<file path="src/rtl/fpu_format_pkg.sv">
// Shared types and constants for the FP add/sub formatting stage.
// Holds the controller state encoding, exponent limit helpers and format parameter sets.
package fpu_format_pkg;

  typedef enum logic [1:0] {
    IDLE   = 2'd0,
    CHECK  = 2'd1,
    FORMAT = 2'd2,
    DONE   = 2'd3
  } state_t;

  // Largest biased exponent that still encodes a finite value (all ones minus one, no carry).
  function automatic int unsigned u_limit(input int unsigned ew);
    return (32'd1 << (ew - 1)) - 32'd2;
  endfunction

  function automatic int unsigned l_limit(input int unsigned ew);
    return (ew > 0) ? 32'd1 : 32'd0;
  endfunction

  localparam int SP_EW = 9;
  localparam int SP_SW = 23;
  localparam int SP_W  = 1 + (SP_EW - 1) + SP_SW;

  localparam int DP_EW = 12;
  localparam int DP_SW = 52;
  localparam int DP_W  = 1 + (DP_EW - 1) + DP_SW;

endpackage

</file>
<file path="src/rtl/fpu_format_ctrl_exp_range_check.sv">
// Combinational exponent classifier: flags values above the finite range or below the normal range.
// The carry bit (MSB) participates, so any carry-out lands in overflow.
module exp_range_check
  import fpu_format_pkg::*;
#(
  parameter int EW = 9
) (
  input  logic [EW-1:0] exp,
  output logic          overflow,
  output logic          underflow
);

  localparam logic [EW-1:0] U_LIM = EW'(u_limit(EW));
  localparam logic [EW-1:0] L_LIM = EW'(l_limit(EW));

  assign overflow  = (exp > U_LIM);
  assign underflow = (exp < L_LIM);

endmodule

</file>
<file path="src/rtl/fpu_format_ctrl.sv">
// Final formatting sequencer for the FP add/sub unit: captures normalized fields,
// classifies the exponent, packs the IEEE-754 word and hands it over with ready/ack.
module fpu_format_ctrl
  import fpu_format_pkg::*;
#(
  parameter int EW = 9,
  parameter int SW = 23,
  parameter int W  = 1 + (EW - 1) + SW
) (
  input  logic          clk,
  input  logic          rst,
  input  logic          beg_fsm,
  input  logic          ack_fsm,
  input  logic          sign_i,
  input  logic [EW-1:0] exp_i,
  input  logic [SW-1:0] sgf_i,
  input  logic          zero_flag_i,
  output logic          busy,
  output logic          ready,
  output logic [W-1:0]  final_result,
  output logic          overflow_flag,
  output logic          underflow_flag
);

  state_t        state_reg, state_next;
  logic          sign_reg;
  logic [EW-1:0] exp_reg;
  logic [SW-1:0] sgf_reg;
  logic          zero_reg;
  logic          overflow_flag_reg, underflow_flag_reg;
  logic [W-1:0]  result_reg, result_next;
  logic          busy_reg, ready_reg;
  logic          ovf_comb, unf_comb;

  exp_range_check #(.EW(EW)) u_range (
    .exp       (exp_reg),
    .overflow  (ovf_comb),
    .underflow (unf_comb)
  );

  always_comb begin
    state_next = state_reg;
    case (state_reg)
      IDLE:    if (beg_fsm) state_next = CHECK;
      CHECK:   state_next = FORMAT;
      FORMAT:  state_next = DONE;
      DONE:    if (ack_fsm) state_next = IDLE;
      default: state_next = IDLE;
    endcase
  end

  // Exact zero outranks the exponent class; overflow keeps the sign and forces infinity.
  always_comb begin
    result_next        = '0;
    result_next[W-1]   = sign_reg;
    if (!zero_reg) begin
      if (overflow_flag_reg) begin
        result_next[W-2 -: (EW-1)] = {(EW-1){1'b1}};
      end else if (!underflow_flag_reg) begin
        result_next = {sign_reg, exp_reg[EW-2:0], sgf_reg};
      end
    end
  end

  always_ff @(posedge clk) begin
    if (rst) begin
      state_reg          <= IDLE;
      sign_reg           <= 1'b0;
      exp_reg            <= '0;
      sgf_reg            <= '0;
      zero_reg           <= 1'b0;
      overflow_flag_reg  <= 1'b0;
      underflow_flag_reg <= 1'b0;
      result_reg         <= '0;
      busy_reg           <= 1'b0;
      ready_reg          <= 1'b0;
    end else begin
      state_reg <= state_next;
      busy_reg  <= (state_next != IDLE);
      ready_reg <= (state_next == DONE);
      if (state_reg == IDLE && beg_fsm) begin
        sign_reg <= sign_i;
        exp_reg  <= exp_i;
        sgf_reg  <= sgf_i;
        zero_reg <= zero_flag_i;
      end
      if (state_reg == CHECK) begin
        overflow_flag_reg  <= !zero_reg && ovf_comb;
        underflow_flag_reg <= !zero_reg && !ovf_comb && unf_comb;
      end
      if (state_reg == FORMAT) begin
        result_reg <= result_next;
      end
    end
  end

  assign busy           = busy_reg;
  assign ready          = ready_reg;
  assign final_result   = result_reg;
  assign overflow_flag  = overflow_flag_reg;
  assign underflow_flag = underflow_flag_reg;

endmodule

</file>
<file path="config.mk">
export PLATFORM = sky130hd
export DESIGN_NAME = fpu_format_ctrl
export DESIGN_NICKNAME = d
export VERILOG_FILES = /design/src/rtl/fpu_format_pkg.sv /design/src/rtl/fpu_format_ctrl_exp_range_check.sv /design/src/rtl/fpu_format_ctrl.sv
export SDC_FILE = /design/constraint.sdc
export NUM_CORES = 1
export LEC_CHECK = 0
export BUFFER_PORTS_ARGS = -buffer_cell sky130_fd_sc_hd__buf_2
export CAP_MARGIN = 20
export CORE_UTILIZATION = 55
export CTS_CLUSTER_DIAMETER = 200
export DETAILED_ROUTE_END_ITERATION = 12
export PLACE_DENSITY = 0.83
export SYNTH_ARGS = -nofsm -noshare
export SYNTH_HDL_FRONTEND = slang
export SYNTH_SLANG_ARGS = --single-unit
</file>
<file path="constraint.sdc">
create_clock -name clk -period 3.75 [get_ports clk]
set_input_delay 0.375 -clock clk [delete_from_list [all_inputs] [get_ports clk]]
set_output_delay 0.375 -clock clk [all_outputs]
set_load 0.01 [all_outputs]
</file>
==> flow_summary.toml <==
[clocking]
clk_pin_slew_ns = 0.07
cts-root-buf = "clkbuf_8"
cts_buffers = 9
cts_resized = 0
cts_setup_buffers = 0
cts_buffer_depth = 2
clk_latency_ns = 0.34
ctsHoldBuffers = 0
cts.sinks = 72
cts_tree = "done"
h-tree-depth = 3

[synthesis]
syn_avg_cell_area_um2 = 8.21
synth.distinct_cells = 24
synth_nets = 367
syn_area_mm2 = 0.00270
ys_warn_count = 0
syn_inst = 329
ys_seq_area_share_pct = 53.4
synth_seq_cells = 72

[timing]
hold_viol_final = 0
timing.final.crit_share_pct = 48.9
slew_headroom_pct = 32.8
slew_viol_final = 0
period_needed_ns = 1.83
worstMarginPinSlew_ns = 1.00
max_freq_mhz = 546
hold_ws_ns = 0.263
finalSetupTns_ns = 0
setup_viol = 0
rsz0062_at_grt = "false"
clock-skew-final_ns = 0.00501

[detailed_routing]
via_per_inst = 5.24
drtIter0Drc = 175
num_vias = 2438
wl_per_cell_um = 12.9
met1_length_um = 2580
wl_met2_um = 2930
route.met3.wl_um = 406
drcViolationCount = 0
top_layer = "met4"
first_pass_iters = 4
wl_um = 5980
drtAntennaViolNets = 0

[critical_path]
critPathArrivalTime_ns = 2.10
cp_data_required_time_ns = 4.02
r2r_end = "final_result[17]"
max_stage_delay_ns = 0.87
crit_chain = "nor2b_2, nand3_1, a21oi_1"
rrSetupSlack_ns = 1.92
crit_fanout = 24
slowest_stage = "nor2b_2"
critPathKind = "reg -> reg"
r2r-start = "state_reg[1]"
endpoint_kind = "register"
start_kind = "register"
r2r_cells = 3

[min_path]
min_to = "exp_reg[3]"
min_path_cells = 3
worstHoldStart = "exp_i[3]"
hold_path.class = "in -> reg"

[layout]
layout_commonest_cell = "nand2_1"
final_cells = 465
fin_nets = 431
largest_register_ffs = 32
mostFrequentLayoutCells = "nand2_1, buf_2, dfxtp_1"
syn2layout_area_growth_pct = 23.2
drive_above_1_share_pct = 24.6
diodes = 0

[placement]
gp_congestion = 0.763
dp_hpwl_um = 3730
io_buffers = 73
dp.cells = 448

[floorplan]
die_y_um = 72.1
core-area_mm2 = 0.00472
io_pins = 74
start_util_pct = 57.2
fp.dieW_um = 72.1
rows = 25
dieArea_mm2 = 0.00519

[global_route]
grt_pass1_wl_um = 9650
grt_pass1_vias = 2174
grt_usage_pct = 24.2
grt_max_degree = 40
grt_overflow = 0
antenna_found_initial = 0

[pwr]
peakVddDrop_mv = 0.347
comb_power_share_pct = 10.0
power.internal_w = 0.00135
seqPwrFrac_pct = 47.0
power_leakage_nw = 1.38
switching_share_pct = 23.5
power.switching_w = 0.000415
cellPowerDensity_mw_per_mm2 = 530
p_clk_share_pct = 42.9

[status]
run_status = "completed"

[run]
cap_violations = 0
-- final cells by class --
| class | count | area [um^2] |
|---|---|---|
| Tap cell | 67 | 83.8 |
| Sequential cell | 72 | 1440 |
| Timing Repair Buffer | 78 | 443 |
| Clock buffer | 11 | 151 |
| Fill cell | 371 | 1400 |
| Clock inverter | 5 | 103 |
| Multi-Input combinational cell | 232 | 1100 |
-- power by group through the flow --
stage	Combinational, W	Sequential, W	Clock [W]
final	0.000177	0.000829	0.000757
after global placement	0.000159	0.000844	0
after global routing	0.000196	0.000833	0.000794
after CTS	0.000171	0.000828	0.000765
after detailed placement	0.000169	0.000846	0
after floorplan	0.000125	0.000842	0
-- worst max path at each step --
stage	start	end	slack, ns	cells after the start
after floorplan	state_reg[0]	exp_reg[0]	2.49	6
after global placement	state_reg[0]	final_result[31]	1.91	3
after detailed placement	state_reg[0]	sgf_reg[15]	1.90	3
after CTS	state_reg[0]	zero_reg	1.87	3
after global routing	state_reg[1]	final_result[17]	1.77	3
final	state_reg[1]	final_result[17]	1.92	3
-- routing by layer --
layer  vias up  GRT usage [%]
met2        96           40.8
met5         -              0
met4         0           11.8
li1       1223              -
met3         6           4.58
met1      1113           29.7
-- metrics by stage --
step	util [%]	setup slack, ns	total power, W	cell area, um^2
after floorplan	-	2.49	0.000966	2700
after global placement	63.9	1.91	0.00100	3020
after detailed placement	64.5	1.90	0.00102	3040
after CTS	69.8	1.87	0.00176	3300
after global routing	70.4	1.77	0.00182	3330
final	70.4	1.92	0.00176	3330
-- kinds of logic (layout without fill, tap and decap cells) --
group,after synthesis,after routing,synth area share [%]
simple gates,152,152,25.8
compound gates,80,80,15.0
buf+inv,25,94,5.84
flops,72,72,53.4
-- cells in the mapped netlist (all sizes together) --
| cell | instances | share of area (%) |
|---|---|---|
| a31oi | 1 | 0.23 |
| nand2 | 103 | 14 |
| nor3 | 3 | 0.74 |
| and2b | 4 | 1.1 |
| and4 | 2 | 0.65 |
| nand2b | 3 | 0.70 |
| nor3b | 3 | 1.4 |
| a21oi | 69 | 13 |
| nor4 | 2 | 0.46 |
| nor2 | 1 | 0.14 |
| or3b | 1 | 0.32 |
| o21ai | 9 | 1.7 |
| dfxtp | 72 | 53 |
| nor2b | 5 | 1.2 |
| clkbuf | 11 | 1.5 |
| buf | 14 | 4.3 |
| nand3 | 24 | 4.4 |
| nand3b | 1 | 0.28 |
| a221oi | 1 | 0.32 |
-- worst max-delay path, delay by kind of cell (launching register included) --
kind             cells  cell delay, ns
flip-flops           1            0.48
AND/OR/NAND/NOR      2            1.08
AO/OA/AOI/OAI        1            0.21
Power figures use the tool's default switching activity.
